File: config.mk
export PLATFORM = sky130hd
export DESIGN_NAME = mem_port_arbiter
export DESIGN_NICKNAME = d
export VERILOG_FILES = /design/src/rtl/mem_port_arbiter.sv
export SDC_FILE = /design/constraint.sdc
export NUM_CORES = 1
export LEC_CHECK = 0
export CORE_ASPECT_RATIO = 1.5
export CORE_MARGIN = 4
export CORE_UTILIZATION = 25
export DETAILED_ROUTE_END_ITERATION = 8
export PLACE_DENSITY_LB_ADDON = 0.2
export RECOVER_POWER = 50
export SLEW_MARGIN = 15
export SYNTH_ARGS = -nofsm -noshare
export SYNTH_HDL_FRONTEND = slang
export SYNTH_SLANG_ARGS = --single-unit
File: constraint.sdc
create_clock -name clk -period 3.75 [get_ports clk]
set_input_delay 0.75 -clock clk [delete_from_list [all_inputs] [get_ports clk]]
set_output_delay 0.75 -clock clk [all_outputs]
set_load 0.05 [all_outputs]
File: src/rtl/mem_port_arbiter.sv
// Shares one memory port between the CPU and the loader/debug port, one
// transaction at a time, hiding the read latency behind a req/ack handshake.
module mem_port_arbiter #(
  parameter int AW     = 12,
  parameter int DW     = 16,
  parameter int RD_LAT = 1
) (
  input  logic          clk,
  input  logic          reset_n,
  input  logic          i_run,
  input  logic          cpu_req,
  input  logic          cpu_we,
  input  logic [AW-1:0] cpu_addr,
  input  logic [DW-1:0] cpu_wdata,
  output logic          cpu_ack,
  output logic [DW-1:0] cpu_rdata,
  input  logic          ldr_req,
  input  logic          ldr_we,
  input  logic [AW-1:0] ldr_addr,
  input  logic [DW-1:0] ldr_wdata,
  output logic          ldr_ack,
  output logic [DW-1:0] ldr_rdata,
  output logic          mem_en,
  output logic          mem_we,
  output logic [AW-1:0] mem_addr,
  output logic [DW-1:0] mem_wdata,
  input  logic [DW-1:0] mem_rdata,
  output logic          o_busy
);
  // state | meaning
  // IDLE  | no transaction; the only state where arbitration happens
  // ISSUE | single-cycle mem_en strobe for the granted transaction
  // WAIT  | read latency down-count; captures mem_rdata at terminal count
  // DONE  | owner's ack pulse; always returns to IDLE
  typedef enum logic [1:0] {IDLE, ISSUE, WAIT, DONE} state_t;

  localparam int CW = 2;

  state_t        state_q, state_d;
  logic          owner_q, owner_d;       // 1 = loader owns the transaction
  logic          last_ldr_q, last_ldr_d;
  logic          we_q, we_d;
  logic [CW-1:0] cnt_q, cnt_d;
  logic          mem_en_d, mem_we_d, cpu_ack_d, ldr_ack_d;
  logic [AW-1:0] mem_addr_d;
  logic [DW-1:0] mem_wdata_d, cpu_rdata_d, ldr_rdata_d;
  logic          grant_ldr;

  // Halted: loader always wins a tie. Running: the port not served last wins.
  assign grant_ldr = ldr_req && (!cpu_req || !i_run || !last_ldr_q);
  assign o_busy    = (state_q != IDLE);

  always_comb begin
    state_d     = state_q;
    owner_d     = owner_q;
    last_ldr_d  = last_ldr_q;
    we_d        = we_q;
    cnt_d       = cnt_q;
    mem_en_d    = 1'b0;
    mem_we_d    = 1'b0;
    cpu_ack_d   = 1'b0;
    ldr_ack_d   = 1'b0;
    mem_addr_d  = mem_addr;
    mem_wdata_d = mem_wdata;
    cpu_rdata_d = cpu_rdata;
    ldr_rdata_d = ldr_rdata;
    case (state_q)
      IDLE: begin
        if (cpu_req || ldr_req) begin
          owner_d     = grant_ldr;
          last_ldr_d  = grant_ldr;
          we_d        = grant_ldr ? ldr_we : cpu_we;
          mem_addr_d  = grant_ldr ? ldr_addr : cpu_addr;
          mem_wdata_d = grant_ldr ? ldr_wdata : cpu_wdata;
          mem_en_d    = 1'b1;
          mem_we_d    = grant_ldr ? ldr_we : cpu_we;
          state_d     = ISSUE;
        end
      end
      ISSUE: begin
        if (we_q) begin
          cpu_ack_d = !owner_q;
          ldr_ack_d = owner_q;
          state_d   = DONE;
        end else begin
          cnt_d   = CW'(RD_LAT - 1);
          state_d = WAIT;
        end
      end
      WAIT: begin
        if (cnt_q != '0) begin
          cnt_d = cnt_q - 1'b1;
        end else begin
          if (owner_q) ldr_rdata_d = mem_rdata;
          else         cpu_rdata_d = mem_rdata;
          cpu_ack_d = !owner_q;
          ldr_ack_d = owner_q;
          state_d   = DONE;
        end
      end
      DONE:    state_d = IDLE;
      default: state_d = IDLE;
    endcase
  end

  always_ff @(posedge clk) begin
    if (!reset_n) begin
      state_q    <= IDLE;
      owner_q    <= 1'b0;
      last_ldr_q <= 1'b1;
      we_q       <= 1'b0;
      cnt_q      <= '0;
      mem_en     <= 1'b0;
      mem_we     <= 1'b0;
      cpu_ack    <= 1'b0;
      ldr_ack    <= 1'b0;
      mem_addr   <= '0;
      mem_wdata  <= '0;
      cpu_rdata  <= '0;
      ldr_rdata  <= '0;
    end else begin
      state_q    <= state_d;
      owner_q    <= owner_d;
      last_ldr_q <= last_ldr_d;
      we_q       <= we_d;
      cnt_q      <= cnt_d;
      mem_en     <= mem_en_d;
      mem_we     <= mem_we_d;
      cpu_ack    <= cpu_ack_d;
      ldr_ack    <= ldr_ack_d;
      mem_addr   <= mem_addr_d;
      mem_wdata  <= mem_wdata_d;
      cpu_rdata  <= cpu_rdata_d;
      ldr_rdata  <= ldr_rdata_d;
    end
  end
endmodule

**After elaboration in Yosys (flattened, before gate mapping)**

Cells that the tools add are included.
W data, S select, Z words.

- Logic and storage cells: 59
- Output and inout port bits: 65
- Bits in read-only memories: 0
- Bits in latches: 0
- Input port bits: 79
- Memory bits (writable): 0
- Register bits after elaboration: 71
- Memories kept: 0

- Multiply operators: 0
- Equal/unequal tests: 7
- $lt $le $gt $ge: 0
- Muxes and demuxes: 17
- Shifts and indexed selects: 0
- Bitwise gates (word level): 2
- Reduce and logical (&&, ||, !) cells: 19
- Add/subtract/negate cells: 1
- Div/mod/pow operators: 0

Operators with widths:

| kind | number |
|---|---|
| $mux W16 | 1 |
| $mux W12 | 1 |
| $reduce_and A3 Y1 | 4 |
| $mux W2 | 4 |
| $ne A2 B2 Y1 const B | 4 |
| $pmux W2 S4 | 1 |
| $mux W1 | 7 |
| $reduce_and A2 Y1 | 3 |
| $reduce_bool A2 Y1 | 3 |
| $eq A2 B2 Y1 const B | 2 |
| $logic_not A1 Y1 | 4 |
| $pmux W1 S2 | 2 |
| $pmux W2 S2 | 1 |
| $logic_or A1 B1 Y1 | 3 |
| $eq A2 B1 Y1 const B | 1 |
| $logic_not A2 Y1 | 1 |
| $not A1 Y1 | 2 |
| $sub A2 B1 Y2 const B | 1 |
| $logic_and A1 B1 Y1 | 1 |

**Depth between registers and ports, before layout**

Gate-level depths: netlist of run 1.

- Depth in word-level cells: 5
- Gate-level depth with buffers: 8
- Mapped depth without buffers: 5

**Least setup slack after synthesis of run 1**

No wires, ideal clock.

- Path type: register to output
- Start point: register state_q[0]
- End point: output o_busy
- Required time: 3000 ps
- Cell stages (with the launch flop): 4
- Path buffers: 0
- Arrival time: 975 ps
- Path slack: 2025 ps
- Cell sequence: dfxtp_1 -> inv_1 -> ha_1 -> inv_1

- Word-level cells in the longest chain between the ends: 1

Ends and longest elaborated chain:

| element | RTL line | source |
|---|---|---|
| from (decl) | 39 | `state_t state_q, state_d;` |
| from (signal assigned) | 122 | `state_q <= state_d;` |
| $reduce_bool A2 Y1 | 51 | `assign o_busy = (state_q != IDLE);` |
| to (decl) | 28 | `output logic o_busy` |

No other way between the ends.

**Worst setup path in the final report of run 1**

Same ends and word-level chain as after synthesis.

==> impl_metrics.csv, run 1 <==
group,metric,value,unit
status,status,"finished, final reports clean",
drt,vias_per_cell,4.82,
floorplanning,ios,144,
timing,fin_crit_sh,72.2,%
setup_path,r2r.worst_path.cells,5,
synth,synth_edf_count,0,
global_routing,grt_pass1_wl,15.7,mm
clock_network,clock_latency,0.33,ns
timing,clock.fmax,369,MHz
setup_path,critPathBufInv,3,
setup_path,crit_required,3.00,ns
drt,routedWlPerCell,15.1,um
global_routing,grt.overflow.total,0,
synth,ys_seq_area_share,48.0,%
floorplanning,core-area,11500,um^2
clock_network,cts_sinks,71,
finish,drive_gt1_share,4.39,%
hold_path,min_to,"cpu_rdata[2]",
timing,slew_violations,0,
power,switchingPower,1.55,mW
timing,rsz0062_at_grt,"no",
clock_network,postCtsHoldBufs,0,
synth,syn_avg_cell_area,8.00,um^2
place,io_buffer_count,143,
synth,ys_ff_latch,71,
finish,nets,580,
synth,synth_area,2960,um^2
drt,first_pass_iters,4,
setup_path,crit_family,"buffers and inverters",
power,seqPwrFrac,29.6,%
synth,synth_cells,370,
timing,relSlewSlack,23.4,%
finish,n_antenna_cell,0,
hold_path,min_from,"cpu_rdata[2]",
finish,final_util,41.0,%
timing,period_needed,2.71,ns
synth,async_flop_share,0,%
power,combPwrFrac,48.1,%
timing,tightest_slew,1.15,ns
clock_network,path_clk_slew,0.06,ns
clock_network,root_buffer,"clkbuf_16",
synth,syn-num-nets,454,
flow_run,maxCapViolCount,0,
setup_path,cp_cell_sequence,"inv_1, ha_1, inv_1, clkdlybuf4s50_1",
floorplanning,fp.dieH,141,um
drt,ant_nets,0,
finish,instances_no_fill,651,
power,ir_worst_vdd,0.412,mV
setup_path,worst_path_max_delay_cell,"clkdlybuf4s50_1",
timing,final.setup_skew,0.00705,ns
power,intPower,2.00,mW
power,power_density,753,nW/um^2
synth,synth_ff_type,"dfxtp_1",
global_routing,track_usage,14.2,%
setup_path,arrival,1.96,ns
clock_network,cts_tree,"yes",
hold_path,hold_depth,2,
floorplanning,die_x,96.9,um
setup_path,worst_path_most_repeated_cell,"inv_1",
finish,fillers,1230,
setup_path,endpoint_kind,"output pin",
hold_path,hp-class,"flop to flop",
setup_path,rr_endpoint,"mem_wdata[5]",
setup_path,criticalPathCategory,"flop to output pin",
setup_path,ff2ff_setup_slack,1.76,ns
drt,routed_wl,9.83,mm
place,place_inst,635,
floorplanning,initial_core_util,25.7,%
place,hpwl,6.99,mm
timing,hold_viol,0,
setup_path,cpPeakStageDelay,0.80,ns
setup_path,r2r-start,"state_q[0]",
clock_network,post_cts_resize_count,0,
setup_path,cp-start-kind,"flop",
clock_network,cts_max_level,3,
synth,yosysUniqueCellTypes,35,
power,p_leak,1.74,nW
floorplanning,dieArea,13700,um^2
clock_network,cts-buffers-inserted,9,
global_routing,antenna_found_initial,0,
synth,yosys_warnings,0,
drt,drc,0,
power,sw_frac_of_total,43.7,%
global_routing,grt_max_degree,38,
clock_network,cts_setup_buffers,0,
finish,areaGrowthSynthToFinish,59.6,%
place,routabilityCongestion,0.748,
setup_path,cp_max_fo,5,
drt,first_iter_violations,220,
drt,num_vias,3136,
timing,setup_violations,0,
global_routing,grt_pass1_vias,3096,
power,clkPwrFrac,22.2,%
clock_network,cts_buffer_depth,2,
floorplanning,row_count,48,
timing,setup_tns,0,ns
## worst max-delay path by stage
stage	cells after the start	to	start
2_1_floorplan	3	o_busy	state_q[0]
3_3_place_gp	5	we_q	ldr_req
3_5_place_dp	5	mem_addr[2]	ldr_req
4_1_cts	4	o_busy	state_q[0]
5_1_grt	4	o_busy	state_q[1]
6_report	4	o_busy	state_q[0]
## flip-flops by register name (all words and copies together), names as in the netlist, 2 cells and up
register	count
cnt_q	2
mem_wdata	16
cpu_rdata	16
mem_addr	12
ldr_rdata	16
state_q	2
## placed cells by master, fill, tap and decap left out, types with 2 or more instances in the layout
master	n
nor2_1	4
o21ai_1	10
nor2b_1	2
dlygate4sd3_1	29
buf_4	5
a31oi_1	29
dfxtp_1	71
and3_1	2
nor3b_1	3
clkbuf_1	2
clkbuf_16	9
ha_1	5
clkbuf_8	2
clkinv_2	2
o21a_1	3
clkdlybuf4s50_1	114
a21oi_1	65
o21ai_0	49
nand3_1	5
nand2_1	67
inv_1	8
## synthesized netlist by cell type, types with 3 or more instances
cell type	instances	area share [%]
nor3b_1	3	0.76
inv_1	7	0.89
nor2_1	4	0.51
dfxtp_1	71	48
ha_1	5	2.1
o21ai_1	10	1.7
a21oi_1	65	11
o21ai_0	49	8.3
nand2_1	67	8.5
buf_2	11	1.9
a31oi_1	29	6.1
nand3_1	5	0.84
o21a_1	3	0.76
clkbuf_1	12	1.5
buf_4	6	1.5
## per-layer routing
metal  global-route usage [%]  share of wire (%)
met1                     16.2                 42
met2                     24.1                 47
met3                     4.08                7.8
met4                     7.25                3.0
met5                        0                  0
## cells by family after synthesis
logic type | after synthesis | share of synthesized area (%)
AOI/OAI and AO/OA | 164 | 30.0
adders and majority gates | 5 | 2.11
buffers and inverters | 41 | 6.76
DFF | 71 | 48.0
and+or+nand+nor | 89 | 13.1
## per-stage QoR
step                      power [mW]  setup WS (ns)  hold slack (ns)  cell area, um^2
after floorplan                 2.24           2.02            0.448             2960
after global routing            3.77          0.945            0.461             4730
after global placement          2.79           1.01            0.442             4450
after detailed placement        2.81          0.955            0.446             4450
after CTS                       3.62           1.03            0.454             4730
final                           3.56           1.04            0.450             4730
## power groups by stage
stage	sequential, mW	clock (mW)	combinational, mW
after CTS	1.06	0.814	1.75
after global placement	1.07	0	1.72
after floorplan	1.64	0	0.599
after global routing	1.08	0.847	1.84
after detailed placement	1.07	0	1.74
final	1.05	0.791	1.71
## layout make-up
type | instances | area (um^2) | share of cell area (%)
Clock buffer | 13 | 260 | 5.51
Clock inverter | 3 | 17.5 | 0.371
Multi-Input combinational cell | 258 | 1340 | 28.4
Sequential cell | 71 | 1420 | 30.1
Inverter | 8 | 30.0 | 0.635
Timing Repair Buffer | 148 | 1470 | 31.1
Tap cell | 150 | 188 | 3.97
## worst reg2reg max path: cells and delay by family, from the launching register on
family	cells	cell delay, ns
AOI/OAI and AO/OA	3	1.20
DFF	1	0.32
adders and majority gates	1	0.27
buffers and inverters	1	0.13
(Power assumes the default switching activity.)
==> run 2: changes to the inputs <==
- clock period: 3.75 -> 2.7 ns (I/O delays scaled with it)
==> impl_metrics.csv, run 2 (synthesized netlist as in run 1, its figures left out) <==
group,metric,value,unit
global_routing,grt_max_degree,36,
global_routing,grt_pass1_vias,3100,
clock_network,cts-buffers-inserted,9,
hold_path,hp-class,"flop to flop",
timing,slew_violations,36,
clock_network,cts_tree,"yes",
floorplanning,row_count,48,
drt,routedWlPerCell,14.8,um
drt,first_pass_iters,6,
finish,fillers,1204,
global_routing,grt_pass1_wl,15.5,mm
finish,multi_input_area,1340,um^2
finish,instances_no_fill,658,
status,status,"finished with violations",
finish,mostFrequentLayoutCells,"clkdlybuf4s50_1, dfxtp_1, nand2_1",
clock_network,root_buffer,"clkbuf_16",
finish,regArea,1420,um^2
finish,n_antenna_cell,0,
floorplanning,die_x,96.9,um
drt,first_iter_violations,167,
drt,top_layer,"met4",
global_routing,antenna_found_initial,0,
floorplanning,ios,144,
finish,nets,587,
place,place_inst,642,
timing,setup_tns,0,ns
timing,period_needed,2.47,ns
timing,hold_viol,0,
clock_network,cts_setup_buffers,0,
clock_network,cts_sinks,71,
clock_network,post_cts_resize_count,0,
finish,areaGrowthSynthToFinish,61.6,%
place,routabilityCongestion,0.734,
place,io_buffer_count,143,
drt,routed_wl,9.76,mm
global_routing,grt.overflow.total,0,
finish,top_regs,"cpu_rdata: 16 flops, ldr_rdata: 16 flops, mem_wdata: 16 flops",
drt,num_vias,3164,
clock_network,path_clk_slew,0.06,ns
setup_path,criticalPathCategory,"flop to output pin",
setup_path,arrival,1.93,ns
timing,final.setup_skew,0.00578,ns
drt,met1Wirelength,4.03,mm
power,ir_worst_vdd,0.541,mV
setup_path,r2r.worst_path.cells,5,
timing,setup_violations,0,
place,pre_cts_slack,0.529,ns
flow_run,maxCapViolCount,1,
timing,relSlewSlack,-3.67,%
place,hpwl,7.15,mm
timing,fin_crit_sh,91.5,%
timing,clock.fmax,405,MHz
floorplanning,fp.dieH,141,um
floorplanning,core-area,11500,um^2
power,power_density,1060,nW/um^2
hold_path,hold_depth,2,
finish,drive_gt1_share,5.12,%
finish,mostFrequentLayoutCell,"clkdlybuf4s50_1",
floorplanning,initial_core_util,25.7,%
clock_network,clock_latency,0.33,ns
drt,wl_met3,781,um
clock_network,cts_max_level,3,
setup_path,endpoint_kind,"output pin",
timing,tightest_slew,1.56,ns
status,failed_checks,"capacitance limit, slew limit",
drt,vias_per_cell,4.81,
setup_path,crit_required,2.16,ns
clock_network,cts_buffer_depth,2,
setup_path,cp_max_fo,5,
drt,met2WireLength,4.77,mm
drt,drc,0,
global_routing,track_usage,13.8,%
setup_path,cp-start-kind,"flop",
clock_network,postCtsHoldBufs,0,
timing,rsz0062_at_grt,"no",
power,p_leak,1.73,nW
floorplanning,dieArea,13700,um^2
drt,ant_nets,0,
timing,setup_ws,0.230,ns
==> run 2: changes by cell type in the layout (fill, tap and decap cells not counted) <==
cell / delta
o21ai_0: +1
clkdlybuf4s50_1: +15
bufinv_16: +1
clkinv_4: +1
clkbuf_2: +2
o21ai_2: -1
buf_4: +1
clkbuf_1: +2
dlygate4sd3_1: -15
==> run 2: metrics by stage <==
stage / instance area (um^2) / hold WS (ns) / util [%] / power, mW
final: 4790 / 0.448 / 41.5 / 5.08
after CTS: 4810 / 0.455 / 41.7 / 5.19
after global placement: 4500 / 0.443 / 39.0 / 3.92
after global routing: 4790 / 0.464 / 41.5 / 5.37
after detailed placement: 4500 / 0.447 / 39.0 / 3.95
after floorplan: 2960 / 0.448 / - / 3.11
==> run 2: layout make-up <==
cell class	instances	area share (%)
Clock buffer	11	5.28
Sequential cell	71	29.7
Clock inverter	5	1.18
Inverter	8	0.627
Multi-Input combinational cell	258	27.9
Timing Repair Buffer	155	31.4
Tap cell	150	3.92
==> run 2: path summary, 6_finish.rpt <==
path / startpoint / endpoint / slack [ns]
worst min register to register: cpu_rdata[3] / cpu_rdata[3] / 0.45
worst max register to register: state_q[0] / ldr_rdata[6] / 0.81
worst max-delay path: state_q[1] / o_busy / 0.23
worst min-delay path: cpu_rdata[3] / cpu_rdata[3] / 0.45
==> run 2: critical path, stage by stage (launching register included) <==
cell and delay, ns:
dfxtp_1 0.39, inv_1 0.10, ha_1 0.24, inv_1 0.07
clkdlybuf4s50_1 0.81
==> run 2: power breakdown <==
part / internal (mW) / total, mW / switching [mW]
clock network: 0.764 / 1.21 / 0.447
registers: 1.32 / 1.47 / 0.153
logic: 0.824 / 2.40 / 1.58
==> run 2: per-layer routing <==
layer  vias to the layer above  track usage, %
li1                       1565               -
met2                       154            23.6
met5                         -               0
met4                         0            6.07
met3                        16            3.69
met1                      1429            16.3
